## src/rtl/ahb_decoder_mux.sv

```systemverilog
// ahb_decoder_mux
//   Interconnect stage between the single bus master and all slaves.
//   Address phase: decodes addr_i into a one-hot slave select (sel_o); an
//   address hitting no mapped slave selects the default slave (index NSlv).
//   Data phase: registers the owning slave (dsel_q) and returns its
//   rdata/resp/ready to the master; ready_o is also every slave's ready input.
//   Keeps a saturating count of completed ERROR transfers.
//
// Ports
//   clk_i, rst_ni   clock, asynchronous active-low reset
//   addr_i, trans_i master address and transfer type (address phase)
//   sel_o           one-hot slave select, bit NSlv = default slave
//   slv_rdata_i     packed slave read data, slave k at [k*DWidth +: DWidth]
//   slv_resp_i      slave resp (0=OKAY, 1=ERROR)
//   slv_ready_i     slave ready
//   rdata_o, resp_o, ready_o  data-phase response to the master
//   err_cnt_o       saturating count of completed ERROR transfers
module ahb_decoder_mux #(
   parameter int unsigned         AWidth = 32,
   parameter int unsigned         DWidth = 32,
   parameter int unsigned         NSlv   = 4,
   parameter logic [NSlv*AWidth-1:0] SBase = '0,
   parameter logic [NSlv*AWidth-1:0] SMask = '0,
   parameter int unsigned         CWidth = 8
) (
   input  logic                     clk_i,
   input  logic                     rst_ni,
   input  logic [AWidth-1:0]        addr_i,
   input  logic [1:0]               trans_i,
   output logic [NSlv:0]            sel_o,
   input  logic [(NSlv+1)*DWidth-1:0] slv_rdata_i,
   input  logic [NSlv:0]            slv_resp_i,
   input  logic [NSlv:0]            slv_ready_i,
   output logic [DWidth-1:0]        rdata_o,
   output logic                     resp_o,
   output logic                     ready_o,
   output logic [CWidth-1:0]        err_cnt_o
);

   typedef enum logic [1:0] {
      TRANS_IDLE   = 2'b00,
      TRANS_BUSY   = 2'b01,
      TRANS_NONSEQ = 2'b10,
      TRANS_SEQ    = 2'b11
   } trans_e;

   logic [NSlv:0]       dsel_d, dsel_q;
   logic [CWidth-1:0]   err_cnt_d, err_cnt_q;
   logic                hit_found;

   // Priority decode: the first (lowest-index) hit wins, later hits ignored.
   always_comb begin
      sel_o     = '0;
      hit_found = 1'b0;
      for (int unsigned k = 0; k < NSlv; k++) begin
         if (!hit_found &&
             ((addr_i & SMask[k*AWidth +: AWidth]) == SBase[k*AWidth +: AWidth])) begin
            sel_o[k]  = 1'b1;
            hit_found = 1'b1;
         end
      end
      if (!hit_found) sel_o[NSlv] = 1'b1;
   end

   // Response mux. dsel_q is one-hot or zero, so OR-ing the selected lanes
   // never mixes two slaves; zero means no outstanding transfer.
   always_comb begin
      rdata_o = '0;
      resp_o  = 1'b0;
      ready_o = 1'b1;
      if (|dsel_q) begin
         ready_o = 1'b0;
         for (int unsigned k = 0; k < NSlv + 1; k++) begin
            if (dsel_q[k]) begin
               rdata_o = rdata_o | slv_rdata_i[k*DWidth +: DWidth];
               resp_o  = resp_o  | slv_resp_i[k];
               ready_o = ready_o | slv_ready_i[k];
            end
         end
      end
   end

   always_comb begin
      dsel_d = dsel_q;
      if (ready_o) begin
         if (trans_i == TRANS_NONSEQ || trans_i == TRANS_SEQ) dsel_d = sel_o;
         else                                                  dsel_d = '0;
      end
   end

   always_comb begin
      err_cnt_d = err_cnt_q;
      if (ready_o && resp_o && (|dsel_q) && (err_cnt_q != '1))
         err_cnt_d = err_cnt_q + 1'b1;
   end

   always_ff @(posedge clk_i or negedge rst_ni) begin
      if (!rst_ni) begin
         dsel_q    <= '0;
         err_cnt_q <= '0;
      end else begin
         dsel_q    <= dsel_d;
         err_cnt_q <= err_cnt_d;
      end
   end

   assign err_cnt_o = err_cnt_q;

endmodule

```

## config.mk

```make
export PLATFORM = sky130hd
export DESIGN_NAME = ahb_decoder_mux
export DESIGN_NICKNAME = d
export VERILOG_FILES = /design/src/rtl/ahb_decoder_mux.sv
export SDC_FILE = /design/constraint.sdc
export NUM_CORES = 1
export LEC_CHECK = 0
export ABC_AREA = 1
export CAP_MARGIN = 20
export CORE_AREA = 2 2 99 101
export DETAILED_ROUTE_END_ITERATION = 8
export DIE_AREA = 0 0 101 103
export GPL_ROUTABILITY_DRIVEN = 0
export SKIP_LAST_GASP = 1
export SYNTH_ARGS = -nofsm -noshare
export SYNTH_HDL_FRONTEND = slang
export SYNTH_SLANG_ARGS = --single-unit
```

## constraint.sdc

```tcl
create_clock -name clk_i -period 3.1 [get_ports clk_i]
set_input_delay 0.31 -clock clk_i [delete_from_list [all_inputs] [get_ports clk_i]]
set_output_delay 0.31 -clock clk_i [all_outputs]
set_load 0.1 [all_outputs]
```

## Yosys cells after proc, flatten, opt, wreduce, memory -nomap -nowiden

Cells that the tools add are included.

- Add/subtract/negate cells: 1
- Eq/ne operators: 3
- Mux-type cells: 31
- Bitwise gates (word level): 12
- Reduce and logical (&&, ||, !) cells: 5

Operators by type and width:

| operator | number |
|---|---|
| $mux 32 | 10 |
| $or 32x32->32 | 4 |
| $mux 1 | 21 |
| $add 8x1->8 const B | 1 |
| $ne 8x8->1 const B | 1 |
| $or 1x1->1 | 8 |
| $reduce_or 5->1 | 1 |
| $eq 2x2->1 const B | 2 |
| $logic_and 1x1->1 | 3 |
| $logic_or 1x1->1 | 1 |

- Register bits after elaboration: 13
- Output and inout bits: 47

## Logic depth before layout (Yosys ltp)

- Depth in word-level cells: 17
- Gate-level depth with buffers: 8
- Gate-level depth less buffers: 8

## Worst setup path before layout

No wires, ideal clock.

- Path type: register to register
- Start: register err_cnt_q[0], in the netlist err_cnt_o[0]
- End: register err_cnt_q[4], in the netlist err_cnt_o[4]
- Setup time: 120 ps
- Arrival: 1,853 ps
- Required time: 2,980 ps
- Setup slack: 1,127 ps
- Cell stages (with the launch flop): 9
- Buffers on the path: 0
- Clock period less this slack: 1,973 ps
- Path through: dfrtp_1 -> ha_1 -> nand2_2 -> nor2_4 -> nand2_4 -> nand2_8 -> inv_4 -> nand2_1 -> nand2_1

- Cells in the longest elaborated chain, start to end: 2

Ends and longest elaborated chain:

| what | line | text |
|---|---|---|
| from (decl) | 48 | `logic [CWidth-1:0] err_cnt_d, err_cnt_q;` |
| from (signal assigned) | 103 | `err_cnt_q <= err_cnt_d;` |
| branches (longest 2 deep; another with $add 8x1->8) | -- |  |

Parallel ways; which one is timed is not known.
A chain may end at the register's enable or synchronous reset.

## Worst setup path after layout

- Start: register dsel_q[0]
- End: output rdata_o[14]

- Cells in the longest elaborated chain, start to end: 14

Ends and longest elaborated chain:

| what | line | text |
|---|---|---|
| from (decl) | 47 | `logic [NSlv:0] dsel_d, dsel_q;` |
| from (signal assigned) | 102 | `dsel_q <= dsel_d;` |
| $mux 32 | 74 | `if (dsel_q[k]) begin` |
| $mux 32 | 71 | `if (\|dsel_q) begin` |
| $or 32x32->32 | 75 | `rdata_o = rdata_o \| slv_rdata_i[k*DWidth +: DWidth];` |
| $mux 32 | 74 |  |
| $mux 32 | 71 |  |
| $or 32x32->32 | 75 |  |
| $mux 32 | 74 |  |
| $mux 32 | 71 |  |
| $or 32x32->32 | 75 |  |
| $mux 32 | 74 |  |
| $mux 32 | 71 |  |
| $or 32x32->32 | 75 |  |
| $mux 32 | 74 |  |
| $mux 32 (*) | 71 |  |
| to (decl) | 34 | `output logic [DWidth-1:0] rdata_o,` |

Mark *: on every way between the ends. The rest lies on a longest branch, timed or not. The select of a mux whose other input is x is not followed.

==> results list <==
* Required time of the critical path: 2.79 ns
- Clock tree synthesis found a total of 9 sinks.
- Crit path capture type: primary output
* CTS Hold Buffers Added: 0
- Cell chain of the critical path: buf_4, nand2_1, inv_1, buf_4
- Sequential share of the synthesized area: between 20% and 30%
* Type of the tightest min-delay check: in -> async
- Total power per unit cell area: about 560 nW/um^2
- Among all flip-flop cells after synthesis, the most frequent one is sky130_fd_sc_hd__dfrtp_1.
- Summing over every cut layer, the via total after detailed routing is 1018.
- Counting the buffers created by CTS gives 3.
* Result of the run: finished clean
- Number of maximum-capacitance constraint violations: 0
- Number of top-level pins: between 200 and 300
* Cell leakage power: approximately 0.001 uW
- Overflow after GRT: 0
* Post-synth top area share: 26.6%
- The region available for standard cell placement spans around 9500 um^2.
- Effective utilization at floorplan: between 8 and 9%
- The setup path with the least slack is of type reg -> out.
- Global routing usage on met3: under 10%
- Counting stages on the worst path, the most repeated cell is sky130_fd_sc_hd__buf_4.
* Drt total wl: roughly 2800 um
* Final Skew: about 0.0005 ns
* Worst-path maximum fanout: 20
- Per-cell via count in the routed design: 3.02
- Aggregate global-route resource usage: 4.76%
* Post-CTS Setup Repair Bufs: 0
- For this run, global-route usage on met2 was measured as 8.10%.
- Clock-pin slew was measured on the worst setup and hold paths at ~0.05 ns.
- Placed cell count: 332
- Entering global routing, the biggest net connects 21 pins.
- Total Power: 943 uW
* Number of library cell types mapped by synthesis: 22
- Async SR Flop Fraction: 100%
- HPWL after detailed placement: approximately 2400 um
- Clock tree from TritonCTS: done
- Max-slew violation count: 0
- Grt peak-use layer: met2
* Post-synthesis instance area: approximately 850 um^2
- Register bit total from synthesis: 9
* Maximum achievable frequency: 521 MHz
- Global-route wire length before repair: ~3800 um
* Post-layout instance count excluding filler cells: approximately 340
* Startpoint class of the critical path: register
* Total of warnings raised by yosys: 0
* Slowest cell delay on critical path: ~0.64 ns
* Final min period: between 1.5 and 2 ns
* Synthesized instance count: approximately 150
- Syn_area_per_cell: 5.84 um^2
- Dividing the detail-routed wire length by the instance count gives ~8.3 um.
- Period Utilization, post-route: around three fifths
* Post-synth EDFFs: 0
* Arrival time at the worst endpoint: 1.61 ns
- For this block, the initial DRC count from the detailed router was 11.
- Antenna violations before repair: 3
- Source-to-sink clock delay at the later pin of the worst-skew pair: 0.23 ns
- The die covers between 10000 and 15000 um^2.
* Overall die height: slightly above 100 um
* Min Hold Slack: around 0.4 ns
- For this run, global-route usage on met1 was measured as about 4.8%.
- Setup TNS: 0 ns
- The count of nets left with antenna violations once routing finished came out at 0.
- Growth of design area from synthesis to finish: 97.6%
- Num rows: 36
- Total number of H-tree levels: 1
- IR analysis of the VDD net gives a maximum drop of 0.000291 V.
* Number of instances resized during post-cts repair: 0
- Count of input and output buffers: 78
- After synthesis, the most frequently instantiated cells are 57 x sky130_fd_sc_hd__nand2_1, 40 x sky130_fd_sc_hd__inv_1, 9 x sky130_fd_sc_hd__dfrtp_1, 6 x sky130_fd_sc_hd__nor2_1, 5 x sky130_fd_sc_hd__buf_4.
- Setup repair after global routing left no endpoint under its margin.
* Width of the die: ~100 um
- Vias in the first global route: 800
- Crit-path slowest cell: sky130_fd_sc_hd__dfrtp_1
* DRC violations left: 0
- By area the synthesized netlist is led by sky130_fd_sc_hd__dfrtp_1 27%, sky130_fd_sc_hd__nand2_1 25%, sky130_fd_sc_hd__inv_1 18%, sky130_fd_sc_hd__buf_4 4.4%, sky130_fd_sc_hd__nor2_1 2.7%.
* Clock Root Buffer: sky130_fd_sc_hd__clkbuf_8
- Yosys instantiated no cell more often than sky130_fd_sc_hd__nand2_1.
- Post-synth top area cell: sky130_fd_sc_hd__dfrtp_1
- Fin. Hold Viols: 0
- The longest clock path from root to sink contains 2 buffers.
- Setup-failing EPs final: 0
- Layout cell share with drive strength beyond 1: between 20% and 30%
- Pre-Repair DR Iteration Count: 4
- Fin nets: 430
## worst max-delay path: cells and delay by family (launching register included)
kind,cells,cell delay (ns)
and+or+nand+nor,1,0.07
DFF,1,0.64
buffers and inverters,3,0.66
## final timing paths
check | start | end | slack [ns] | depth (start not counted)
setup / recovery | dsel_q[0] | rdata_o[14] | 1.18 | 4
hold / removal | rst_ni | err_cnt_o[2] | 0.39 | 1
setup reg to reg | dsel_q[0] | err_cnt_o[3] | 1.73 | 5
hold reg to reg | err_cnt_o[7] | err_cnt_o[7] | 0.50 | 2
max in group asynchronous | rst_ni | err_cnt_o[3] | 2.41 | 1
min in group clk_i | err_cnt_o[7] | err_cnt_o[7] | 0.50 | 2
## stage by stage
step	area, um^2	utilization (%)	setup WS [ns]
after floorplan	858	-	1.13
after global placement	1630	17.2	1.39
after detailed placement	1630	17.2	1.38
after CTS	1670	17.7	1.13
after global routing	1670	17.7	1.05
final	1670	17.7	1.18
## area by class of cell
type / count / area [um^2]
timing repair buffer: 79 / 683
tap: 114 / 143
antenna: 1 / 2.50
fill: 1066 / 7780
sequential: 9 / 225
inverter: 42 / 160
multi-input combinational: 88 / 415
clock buffer: 4 / 45.0
## flip-flops by register name, indices dropped and copies added, names as in the netlist
signal,count
err_cnt_o,8
dsel_q,1
## layout by cell type, fill, tap and decap left out
master / instances
sky130_fd_sc_hd__nand4_1: 1
sky130_fd_sc_hd__clkbuf_1: 1
sky130_fd_sc_hd__buf_4: 43
sky130_fd_sc_hd__nor2_2: 2
sky130_fd_sc_hd__nor2_1: 6
sky130_fd_sc_hd__nand2_2: 2
sky130_fd_sc_hd__clkdlybuf4s50_1: 36
sky130_fd_sc_hd__clkbuf_8: 3
sky130_fd_sc_hd__diode_2: 1
sky130_fd_sc_hd__xor2_1: 1
sky130_fd_sc_hd__xnor2_1: 1
sky130_fd_sc_hd__nand2_1: 57
sky130_fd_sc_hd__inv_2: 1
sky130_fd_sc_hd__nand3_2: 1
sky130_fd_sc_hd__a21oi_1: 2
sky130_fd_sc_hd__inv_4: 1
sky130_fd_sc_hd__conb_1: 5
sky130_fd_sc_hd__nand2_4: 1
sky130_fd_sc_hd__ha_1: 1
sky130_fd_sc_hd__o21ai_0: 1
sky130_fd_sc_hd__nor2_4: 2
sky130_fd_sc_hd__nand2_8: 1
sky130_fd_sc_hd__inv_1: 40
sky130_fd_sc_hd__nand3_1: 4
sky130_fd_sc_hd__dfrtp_1: 9
## power by group
group	internal, uW	total (uW)	switching (uW)
sequential	140	178	37.9
combinational	140	629	489
clock	89.6	136	46.4
total	369	943	574
## metal layers
metal  vias up  share of wire (%)
li1        544                  -
met1       408                 35
met2        52                 46
met3        10                 17
met4         4                1.1
met5         -               0.83
## cells by family (layout without fill, tap and decap cells)
group	after synthesis	in the layout	synth area share, %
AO/OA/AOI/OAI	3	3	1.77
XOR/XNOR	2	2	2.07
adder cells (fa/ha/maj)	1	1	1.48
buffers and inverters	51	125	25.7
flip-flops	9	9	26.6
other	2	6	0.887
AND/OR/NAND/NOR	77	77	41.5
No activity file was read; power rests on OpenSTA's default activity.
